$ cat src/rtl/guitar_pkg.sv
// Shared types and constants for the guitar input path: fret count, strum FSM
// state encoding and the default debounce interval.
package guitar_pkg;

  localparam int unsigned NUM_FRETS            = 7;
  localparam int unsigned DEBOUNCE_CYCLES_DFLT = 250000;  // 5 ms at 50 MHz

  typedef logic [NUM_FRETS-1:0] fret_vec_t;

  typedef enum logic [1:0] {
    IDLE_LOW  = 2'd0,
    WAIT_HIGH = 2'd1,
    IDLE_HIGH = 2'd2,
    WAIT_LOW  = 2'd3
  } strum_state_t;

endpackage : guitar_pkg

$ cat src/rtl/strum_conditioner_if.sv
// Raw guitar controls in, conditioned strum pulses and fret vector out.
// master drives the raw controls; slave is the conditioner.
interface strum_conditioner_if;

  logic                  strum_raw;
  guitar_pkg::fret_vec_t frets_raw;
  logic                  strummerPos;
  logic                  strummerNeg;
  guitar_pkg::fret_vec_t switches;

  modport master (
    output strum_raw,
    output frets_raw,
    input  strummerPos,
    input  strummerNeg,
    input  switches
  );

  modport slave (
    input  strum_raw,
    input  frets_raw,
    output strummerPos,
    output strummerNeg,
    output switches
  );

endinterface : strum_conditioner_if

$ cat src/rtl/sync_2ff.sv
// Parameterised-width two-flop synchroniser for asynchronous level inputs,
// cleared to zero by the asynchronous active-low reset.
module sync_2ff #(
  parameter int unsigned WIDTH = 1
) (
  input  logic             clk,
  input  logic             rst_n,
  input  logic [WIDTH-1:0] d_i,
  output logic [WIDTH-1:0] q_o
);

  logic [WIDTH-1:0] meta_q;
  logic [WIDTH-1:0] sync_q;

  always_ff @(posedge clk or negedge rst_n) begin
    if (!rst_n) begin
      meta_q <= '0;
      sync_q <= '0;
    end else begin
      meta_q <= d_i;
      sync_q <= meta_q;
    end
  end

  assign q_o = sync_q;

endmodule : sync_2ff

$ cat src/rtl/strum_conditioner.sv
// Synchronises and debounces the strum bar into one-cycle edge pulses and
// conditions the fret switches. Define FRET_DEBOUNCE_EN to debounce the frets too.
module strum_conditioner
  import guitar_pkg::*;
#(
  parameter int unsigned DEBOUNCE_CYCLES = DEBOUNCE_CYCLES_DFLT,
  parameter int unsigned CNT_W           = 18
) (
  input  logic                clk,
  input  logic                rst_n,
  strum_conditioner_if.slave  bus
);

  localparam logic [CNT_W-1:0] TERM_CNT = CNT_W'(DEBOUNCE_CYCLES - 1);

  logic      strum_sync;
  fret_vec_t frets_sync;

  sync_2ff #(.WIDTH(1)) u_strum_sync (
    .clk   (clk),
    .rst_n (rst_n),
    .d_i   (bus.strum_raw),
    .q_o   (strum_sync)
  );

  sync_2ff #(.WIDTH(NUM_FRETS)) u_fret_sync (
    .clk   (clk),
    .rst_n (rst_n),
    .d_i   (bus.frets_raw),
    .q_o   (frets_sync)
  );

  // Strum debounce FSM
  strum_state_t     state_q, state_d;
  logic [CNT_W-1:0] cnt_q, cnt_d;
  logic             pos_q, pos_d;
  logic             neg_q, neg_d;
  logic             term_c;

  assign term_c = (cnt_q == TERM_CNT);

  always_ff @(posedge clk or negedge rst_n) begin
    if (!rst_n) begin
      state_q <= IDLE_LOW;
      cnt_q   <= '0;
      pos_q   <= 1'b0;
      neg_q   <= 1'b0;
    end else begin
      state_q <= state_d;
      cnt_q   <= cnt_d;
      pos_q   <= pos_d;
      neg_q   <= neg_d;
    end
  end

  // Opposite level during a wait drops back to the idle state it came from
  always_comb begin
    state_d = state_q;
    case (state_q)
      IDLE_LOW:  if (strum_sync)  state_d = WAIT_HIGH;
      WAIT_HIGH: if (!strum_sync) state_d = IDLE_LOW;
                 else if (term_c) state_d = IDLE_HIGH;
      IDLE_HIGH: if (!strum_sync) state_d = WAIT_LOW;
      WAIT_LOW:  if (strum_sync)  state_d = IDLE_HIGH;
                 else if (term_c) state_d = IDLE_LOW;
      default:                    state_d = IDLE_LOW;
    endcase
  end

  // Counter only runs while waiting; idle states hold it at zero
  always_comb begin
    cnt_d = '0;
    pos_d = 1'b0;
    neg_d = 1'b0;
    case (state_q)
      WAIT_HIGH: begin
        if (strum_sync) begin
          if (term_c) pos_d = 1'b1;
          else        cnt_d = cnt_q + CNT_W'(1);
        end
      end
      WAIT_LOW: begin
        if (!strum_sync) begin
          if (term_c) neg_d = 1'b1;
          else        cnt_d = cnt_q + CNT_W'(1);
        end
      end
      default: begin
        cnt_d = '0;
      end
    endcase
  end

  assign bus.strummerPos = pos_q;
  assign bus.strummerNeg = neg_q;

`ifdef FRET_DEBOUNCE_EN
  // Candidate vector must stay unchanged for the full interval before loading
  fret_vec_t        sw_q, sw_d;
  fret_vec_t        cand_q, cand_d;
  logic [CNT_W-1:0] fcnt_q, fcnt_d;

  always_ff @(posedge clk or negedge rst_n) begin
    if (!rst_n) begin
      sw_q   <= '0;
      cand_q <= '0;
      fcnt_q <= '0;
    end else begin
      sw_q   <= sw_d;
      cand_q <= cand_d;
      fcnt_q <= fcnt_d;
    end
  end

  always_comb begin
    sw_d   = sw_q;
    cand_d = cand_q;
    fcnt_d = fcnt_q;
    if (frets_sync != cand_q) begin
      cand_d = frets_sync;
      fcnt_d = '0;
    end else if (cand_q != sw_q) begin
      if (fcnt_q == TERM_CNT) begin
        sw_d   = cand_q;
        fcnt_d = '0;
      end else begin
        fcnt_d = fcnt_q + CNT_W'(1);
      end
    end else begin
      fcnt_d = '0;
    end
  end

  assign bus.switches = sw_q;
`else
  assign bus.switches = frets_sync;
`endif

endmodule : strum_conditioner
$ cat src/flat_wrapper.sv
// flat-port wrapper written by rule: the top's interface ports become plain ports
module strum_conditioner_flat import guitar_pkg::*;
#(
  parameter int unsigned DEBOUNCE_CYCLES = DEBOUNCE_CYCLES_DFLT,
  parameter int unsigned CNT_W           = 18
)
  (clk, rst_n, bus_strum_raw, bus_frets_raw, bus_strummerPos, bus_strummerNeg, bus_switches);
  strum_conditioner_if bus_i ();
  input  logic clk;
  input  logic rst_n;
  input wire logic [$bits(bus_i.strum_raw)-1:0] bus_strum_raw;
  input wire logic [$bits(bus_i.frets_raw)-1:0] bus_frets_raw;
  output wire logic [$bits(bus_i.strummerPos)-1:0] bus_strummerPos;
  output wire logic [$bits(bus_i.strummerNeg)-1:0] bus_strummerNeg;
  output wire logic [$bits(bus_i.switches)-1:0] bus_switches;
  assign bus_i.strum_raw = bus_strum_raw;
  assign bus_i.frets_raw = bus_frets_raw;
  assign bus_strummerPos = bus_i.strummerPos;
  assign bus_strummerNeg = bus_i.strummerNeg;
  assign bus_switches = bus_i.switches;
  strum_conditioner #(.DEBOUNCE_CYCLES(DEBOUNCE_CYCLES), .CNT_W(CNT_W)) u_core (.clk(clk), .rst_n(rst_n), .bus(bus_i));
endmodule
$ cat config.mk
export PLATFORM = sky130hd
export DESIGN_NAME = strum_conditioner_flat
export DESIGN_NICKNAME = d
export VERILOG_FILES = /design/src/rtl/guitar_pkg.sv /design/src/rtl/strum_conditioner_if.sv /design/src/rtl/sync_2ff.sv /design/src/rtl/strum_conditioner.sv /design/src/flat_wrapper.sv
export SDC_FILE = /design/constraint.sdc
export NUM_CORES = 1
export LEC_CHECK = 0
export CORE_MARGIN = 10
export CORE_UTILIZATION = 45
export CTS_CLUSTER_SIZE = 40
export DETAILED_ROUTE_END_ITERATION = 10
export HOLD_SLACK_MARGIN = 0.08
export PLACE_DENSITY = 0.79
export SYNTH_ARGS = -nofsm -noshare
export SYNTH_HDL_FRONTEND = slang
export SYNTH_SLANG_ARGS = --single-unit
$ cat constraint.sdc
create_clock -name clk -period 2.19 [get_ports clk]
set_clock_uncertainty 0.2 [all_clocks]
set_input_delay 0.219 -clock clk [delete_from_list [all_inputs] [get_ports clk]]
set_output_delay 0.219 -clock clk [all_outputs]
set_load 0.01 [all_outputs]
After elaboration in Yosys (flattened, before gate mapping):

Index checks and enable logic that the tools add are counted.

* logic and storage cells: 35
* RAM bits: 0
* latch bits: 0
* memories: 0
* register bits after elaboration: 38
* ROM bits: 0

* muxes and demuxes: 16
* equality and inequality tests: 8
* divide/modulo/power cells: 0
* shift operators: 0
* multipliers: 0
* add/sub/neg operators: 1
* bitwise operators: 0
* order comparisons: 0
* reduce and logical (&&, ||, !) cells: 2

Operator list (count)
* 18-bit 2-to-1 mux: 3
* 18-bit case mux with 2 select lines: 1
* 18-bit by 1-bit adder with 18-bit output, second input constant: 1
* 18-bit == test, second input constant: 1
* 2-bit 2-to-1 mux: 6
* 2-bit case mux with 4 select lines: 1
* 3-bit by 2-bit inequality test with 1-bit output, second input constant: 2
* 1-bit 2-to-1 mux: 5
* 2-bit == test, second input constant: 2
* 2-bit inequality test, second input constant: 2
* 4-bit AND reduction: 1
* 2-bit by 1-bit == test with 1-bit output, second input constant: 1
* 2-bit zero test: 1

Logic depth before layout (Yosys ltp):

Gate-level depths: netlist (run 1).

* depth in word-level cells: 4
* mapped depth: 7

Modules after synthesis:

From an unflattened synthesis (run 1), not the netlist that was laid out.

* cell total of the unflattened synthesis: 121
* area, all modules: 1500.2 um^2

By module, submodules not included
* strum_conditioner: times used 1, sequential area each 550.5 um^2, cells an instance 105, area an instance 1099.8 um^2
* sync_2ff (u_core.u_fret_sync): times used 1, sequential area each 350.3 um^2, cells an instance 14, area an instance 350.3 um^2
* sync_2ff (u_core.u_strum_sync): times used 1, sequential area each 50.0 um^2, cells an instance 2, area an instance 50.0 um^2

Least setup slack after synthesis (run 1):

No wires, ideal clock.

* path type: register to register
* start point: register u_core.cnt_q[8]
* end point: register with a tool-made name
* arrival time: 1573 ps
* library setup time: 128 ps
* clock period less this slack: 1901 ps
* required time: 1862 ps
* setup slack: 289 ps
* cell stages (with the launch flop): 5
* cells stage by stage: dfrtp_1 or3_1 nor4_1 nand3_1 mux2_1

RTL lines
* start: declaration: line strum_conditioner.sv:35 `logic [CNT_W-1:0] cnt_q, cnt_d;`
* start signal: assignment: line strum_conditioner.sv:50 `cnt_q <= cnt_d;`

==> results of run 1 <==
## routing by layer
metal | global-route usage [%] | vias up | wire (µm)
li1 | - | 456 | -
met1 | 10.4 | 467 | 1100
met2 | 16.7 | 17 | 1480
met3 | 3.03 | 5 | 96
met4 | 8.21 | 0 | 83
met5 | 0 | - | 0
## cell usage after synthesis, types with 2 or more instances
cell type | n | area, µm²
and3_1 | 2 | 12.5
buf_4 | 2 | 15.0
dfrtp_1 | 38 | 951
inv_1 | 3 | 11.3
nand2_1 | 6 | 22.5
nand3_1 | 7 | 35.0
nand4_1 | 4 | 25.0
nor2_1 | 18 | 67.6
nor3_1 | 2 | 10.0
nor3b_1 | 3 | 22.5
nor4_1 | 7 | 43.8
xnor2_1 | 11 | 96.3
xor2_1 | 5 | 43.8
## cell type report
class | instances | area, µm²
inverters | 3 | 11.3
fillers | 270 | 1290
repair buffers | 22 | 225
clock buffers | 6 | 51.3
multi-input cells | 76 | 492
clock inverters | 1 | 30.0
well taps | 44 | 55.1
flip-flops and latches | 38 | 951
## critical path, cell delays in order (launching register included)
cell	delay, ns
dfrtp_1	0.46
or3_1	0.40
nor4_1	0.38
nand3_1	0.20
mux2_1	0.34
## worst max-delay path by stage
| stage | endpoint | slack [ns] | cells after the start |
|---|---|---|---|
| 2_1_floorplan | flip-flop | 0.29 | 4 |
| 3_3_place_gp | flip-flop | 0.22 | 4 |
| 3_5_place_dp | flip-flop | 0.13 | 4 |
| 4_1_cts | flip-flop | 0.11 | 4 |
| 5_1_grt | flip-flop | 0.02 | 4 |
| 6_report | flip-flop | 0.11 | 4 |
## registers in the layout, summed over array words and instances (netlist names), named ones only
register,cells
u_core.bus.strummerNeg,1
u_core.u_fret_sync.meta_q,7
u_core.state_q,1
u_core.u_strum_sync.meta_q,1
u_core.bus.strummerPos,1
u_core.cnt_q,18
u_core.u_strum_sync.q_o,1
u_core.u_fret_sync.q_o,7
## per-stage QoR
stage               utilization, %  power (mW)  cells  instance area [µm²]  hold WS, ns
finish                        58.5        1.27    190                 1820        0.105
detailed placement            55.6       0.804    182                 1720        0.135
CTS                           58.5        1.28    190                 1820       0.0980
floorplan                        -       0.753    120                 1470       -0.277
global route                  58.5        1.32    190                 1820       0.0962
global placement              55.6       0.800    182                 1720        0.131
## kinds of logic (layout without fill, tap and decap cells)
kind of cell	after synthesis	after routing
mux	1	1
fa+ha+maj	1	1
simple gates	55	55
compound gates	3	3
flops	38	38
xor+xnor	16	16
buf+inv	6	32
## power by group through the flow
stage	clock network [mW]	logic [mW]	registers [mW]
after CTS	0.492	0.0655	0.726
after floorplan	0	0.0110	0.742
after detailed placement	0	0.0640	0.740
after global placement	0	0.0620	0.738
final	0.478	0.0638	0.725
after global routing	0.521	0.0699	0.728
## layout by cell type, fill, tap and decap left out, types with 3 or more instances in the layout
cell type        netlist  layout
dfrtp_1               38      38
nand4_1                4       4
xor2_1                 5       5
nor3b_1                3       3
nor4_1                 7       7
xnor2_1               11      11
nor2_1                18      18
nand3_1                7       7
nand2_1                6       6
clkdlybuf4s50_1        0      18
clkbuf_4               0       5
inv_1                  3       3
## what timing repair did
item                                   CTS  global route
gates resized for setup                  0             0
hold buffers                             1             0
endpoints found under the hold margin    3             0
==> flow_summary.toml, run 1 <==
[outcome]
status = "complete, no violations"

[critical_path]
r2r_setup_slack_ns = 0.11
r2r_cells = 4
crit_fanout = 4
crit_arrival_ns = 2.12
r2r-start = "u_core.cnt_q[8]$_DFF_PN0_"
worstSetupStartpoint = "u_core.cnt_q[8]$_DFF_PN0_"
end_kind = "flip-flop"
cp-start-kind = "flip-flop"
worst-setup-path-type = "reg -> reg"
crit_required_ns = 2.23

[sta]
final-setup-viol-count = 0
fin_crit_sh_pct = 95.1
fmax_ghz = 0.480
fin_ws_ns = 0.108
rsz0062_at_grt = "no"
min_period_ns = 2.08
fin_tns_setup_ns = 0
tightest_slew_ns = 0.422
hold_viol = 0
slew_headroom_pct = 71.9
final-max-slew-violation-count = 0

[global_routing]
grt_pass1_wl_um = 4750
grtUsageTotal_pct = 10.1
overflow = 0
grt_pass1_vias = 1030
grt_max_degree = 36
grt_antenna_before_repair = 0

[synth]
synth.area.mux_share_pct = 0.764
syn_area_per_cell_um2 = 12.3
synthDistinctLibCells = 25
synth_compound_area_share_pct = 1.61
synthSimpleGateAreaFrac_pct = 20.6
yosys.area_share.adder_pct = 0.849
synth_edf_count = 0
synth_top_family_by_area = "simple AND/OR/NAND/NOR gates"
synthXorXnorAreaFrac_pct = 9.51
synth_warnings = 0
ys_dominant_reg_cell = "dfrtp_1"
syn_area_um2 = 1470
ys_seq_area_share_pct = 64.5
synth_fp_nets = 131
syn_inst = 120
synth-seq-cells = 38
async_reset_ff_share_pct = 100

[power_and_ir_drop]
p_sw_share_pct = 19.7
leakagePower_nw = 0.758
p_per_area_nw_per_um2 = 698
ir_drop_v = 0.000408
power.share.clock_pct = 37.7
comb_power_share_pct = 5.0
intPower_mw = 1.02
seqPwrFrac_pct = 57.2
switching_power_mw = 0.249

[cells_and_area]
nets = 157
drive_above_1_share_pct = 9.59
diodes = 0
area_growth_pct = 23.2

[placed_design]
post-place-ws_ns = 0.130
portBuffers = 18
hpwlAfterDp_um = 1960
gp_congestion = 0.841

[route]
vias = 945
ant_nets = 0
firstDrtPassIters = 4
drt_iter0_markers = 42
drc = 0
wire_per_inst_um = 14.5
wl_um = 2760
viasPerCell = 4.97

[cts]
clockBufferDepth = 2
post_cts_buffers = 0
clk_pin_slew_ns = 0.11
cts_num_sinks = 38
htreeDepth = 2
cts_tree = "done"
root_buffer = "clkbuf_4"
worstSkewPairLatency_ns = 0.34
cts_buffers = 5

[floorplanning]
rows = 20
dieWidth_um = 77.2
design.die.area_um2 = 5960
coreArea_um2 = 3100
io_pins = 19
start_util_pct = 47.5
die_y_um = 77.2

[min_path]
worstHoldStart = "bus_strum_raw"
min_path_cells = 1
hold_path.class = "in -> reg"
whs_endpoint = "u_core.u_strum_sync.meta_q$_DFF_PN0_"

[flow_run]
drv_cap = 0
Note: power is estimated with default switching activity, not from simulation.
==> run 2, diff against run 1 <==
- CORE_MARGIN: 10 -> default
==> flow_summary.toml, run 2 (synthesis gave the netlist of run 1 again) <==
[outcome]
status = "complete, no violations"

[power_and_ir_drop]
p_per_area_nw_per_um2 = 640
intPower_mw = 0.874
leakagePower_nw = 0.731
switching_power_mw = 0.254
comb_power_share_pct = 5.1
p_sw_share_pct = 22.5
power.share.clock_pct = 30.5
seqPwrFrac_pct = 64.4
ir_drop_v = 0.000534

[sta]
final-max-slew-violation-count = 0
fmax_ghz = 0.502
fin_crit_sh_pct = 91.0
min_period_ns = 1.99
fin_tns_setup_ns = 0
hold_viol = 0
final-setup-viol-count = 0
tightest_slew_ns = 0.808
fin_ws_ns = 0.197
rsz0062_at_grt = "no"
slew_headroom_pct = 46.1

[cells_and_area]
drive_above_1_share_pct = 9.66
mostFrequentLayoutCell = "dfrtp_1"
regMostFlops = "u_core.cnt_q"
area_growth_pct = 19.6
largest_reg_flops = 18
nets = 155
diodes = 0
final_cell_mix = "38 x dfrtp_1, 18 x nor2_1, 17 x clkdlybuf4s50_1"

[placed_design]
gp_congestion = 0.818
portBuffers = 18
hpwlAfterDp_um = 1830
post-place-ws_ns = 0.171

[min_path]
min_path_cells = 1
hold_path.class = "in -> reg"

[critical_path]
worst-setup-path-type = "reg -> reg"
crit_required_ns = 2.21
worstPathCellList = "or3_1 -> nor4_2 -> nand3_1 -> mux2_1"
crit_fanout = 4
worstSetupPathDepth = 4
max_stage_delay_ns = 0.45
crit_buf_inv = 0
r2r_cells = 4
crit_arrival_ns = 2.01
end_kind = "flip-flop"
cp-start-kind = "flip-flop"
path_delay_family = "simple AND/OR/NAND/NOR gates"
cp_slowest_cell = "dfrtp_1"

[cts]
clk_pin_slew_ns = 0.11
clockBufferDepth = 2
cts_buffers = 5
cts_tree = "done"
worstSkewPairLatency_ns = 0.33
post_cts_buffers = 0
htreeDepth = 2
cts_num_sinks = 38
root_buffer = "clkbuf_4"

[route]
wl_um = 2580
viasPerCell = 5.07
ant_nets = 0
drt_iter0_markers = 15
drc = 0
firstDrtPassIters = 4
vias = 959
wire_per_inst_um = 13.6

[floorplanning]
start_util_pct = 47.9
die_y_um = 59.2
rows = 20
coreArea_um2 = 3080
dieWidth_um = 59.2
design.die.area_um2 = 3510
io_pins = 19

[flow_run]
drv_cap = 0

[global_routing]
grt_antenna_before_repair = 0
grtUsageTotal_pct = 18.1
grt_pass1_vias = 1039
overflow = 0
grt_max_degree = 39
grt_pass1_wl_um = 4570
## run 2: cell count changes in the layout (fill, tap and decap cells not counted), sizes merged
cell,delta
buf,-1
bufinv,-1
clkdlybuf4s50,-1
clkinv,+2
## run 2: power groups by stage
stage               sequential [mW]  combinational [mW]  clock (mW)
floorplan                     0.742              0.0110           0
global placement              0.739              0.0563           0
detailed placement            0.740              0.0582           0
CTS                           0.727              0.0596       0.358
global route                  0.729              0.0644       0.392
finish                        0.726              0.0578       0.344
## run 2: path summary, 6_finish.rpt
path,end,startpoint,slack (ns)
max in group asynchronous,u_core.u_fret_sync.q_o[0]$_DFF_PN0_,rst_n,0.98
worst max-delay path,flip-flop,u_core.cnt_q[8]$_DFF_PN0_,0.20
min in group asynchronous,u_core.cnt_q[11]$_DFF_PN0_,rst_n,0.30
worst min register to register,u_core.u_fret_sync.q_o[1]$_DFF_PN0_,u_core.u_fret_sync.meta_q[1]$_DFF_PN0_,0.16
worst max register to register,flip-flop,u_core.cnt_q[8]$_DFF_PN0_,0.20
worst min-delay path,u_core.u_fret_sync.meta_q[4]$_DFF_PN0_,bus_frets_raw[4],0.11
## run 2: area by class of cell
type,instances,area [µm²]
fillers,261,1320
flip-flops and latches,38,951
multi-input cells,76,498
repair buffers,20,193
well taps,44,55.1
clock buffers,6,41.3
clock inverters,2,13.8
inverters,3,11.3
## run 2: what timing repair did
action	4_1_cts	5_1_grt
endpoints found under the hold margin	38	0
setup endpoints to repair	0	1
hold buffers	1	0
resized for setup	0	1
## run 2: worst reg2reg max path, delay by kind of cell (launching register included)
family,cells,cell delay (ns)
mux,1,0.35
flops,1,0.45
simple gates,3,0.88
## run 2: routing by layer
layer,global-route usage [%],vias to the layer above,wire length [µm]
met5,0,-,0
met4,6.46,0,0
met3,7.42,0,147
met2,29.2,27,1330
met1,21.8,472,1100
li1,-,460,-
## run 2: stage by stage
step	cell area (µm²)	power, mW	hold slack [ns]	std cells	utilization (%)
detailed placement	1690	0.798	0.137	180	55.0
CTS	1760	1.14	0.0965	189	57.1
finish	1760	1.13	0.112	189	57.3
global route	1760	1.18	0.0822	189	57.3
global placement	1690	0.795	0.132	180	55.0
floorplan	1470	0.753	-0.277	120	-
==> run 3, diff against run 2 <==
- CORE_MARGIN: default -> 10
- TNS_END_PERCENT: default -> 50
==> results of run 3 <==
The final DEF is identical to that of run 1; final timing and power are the same.
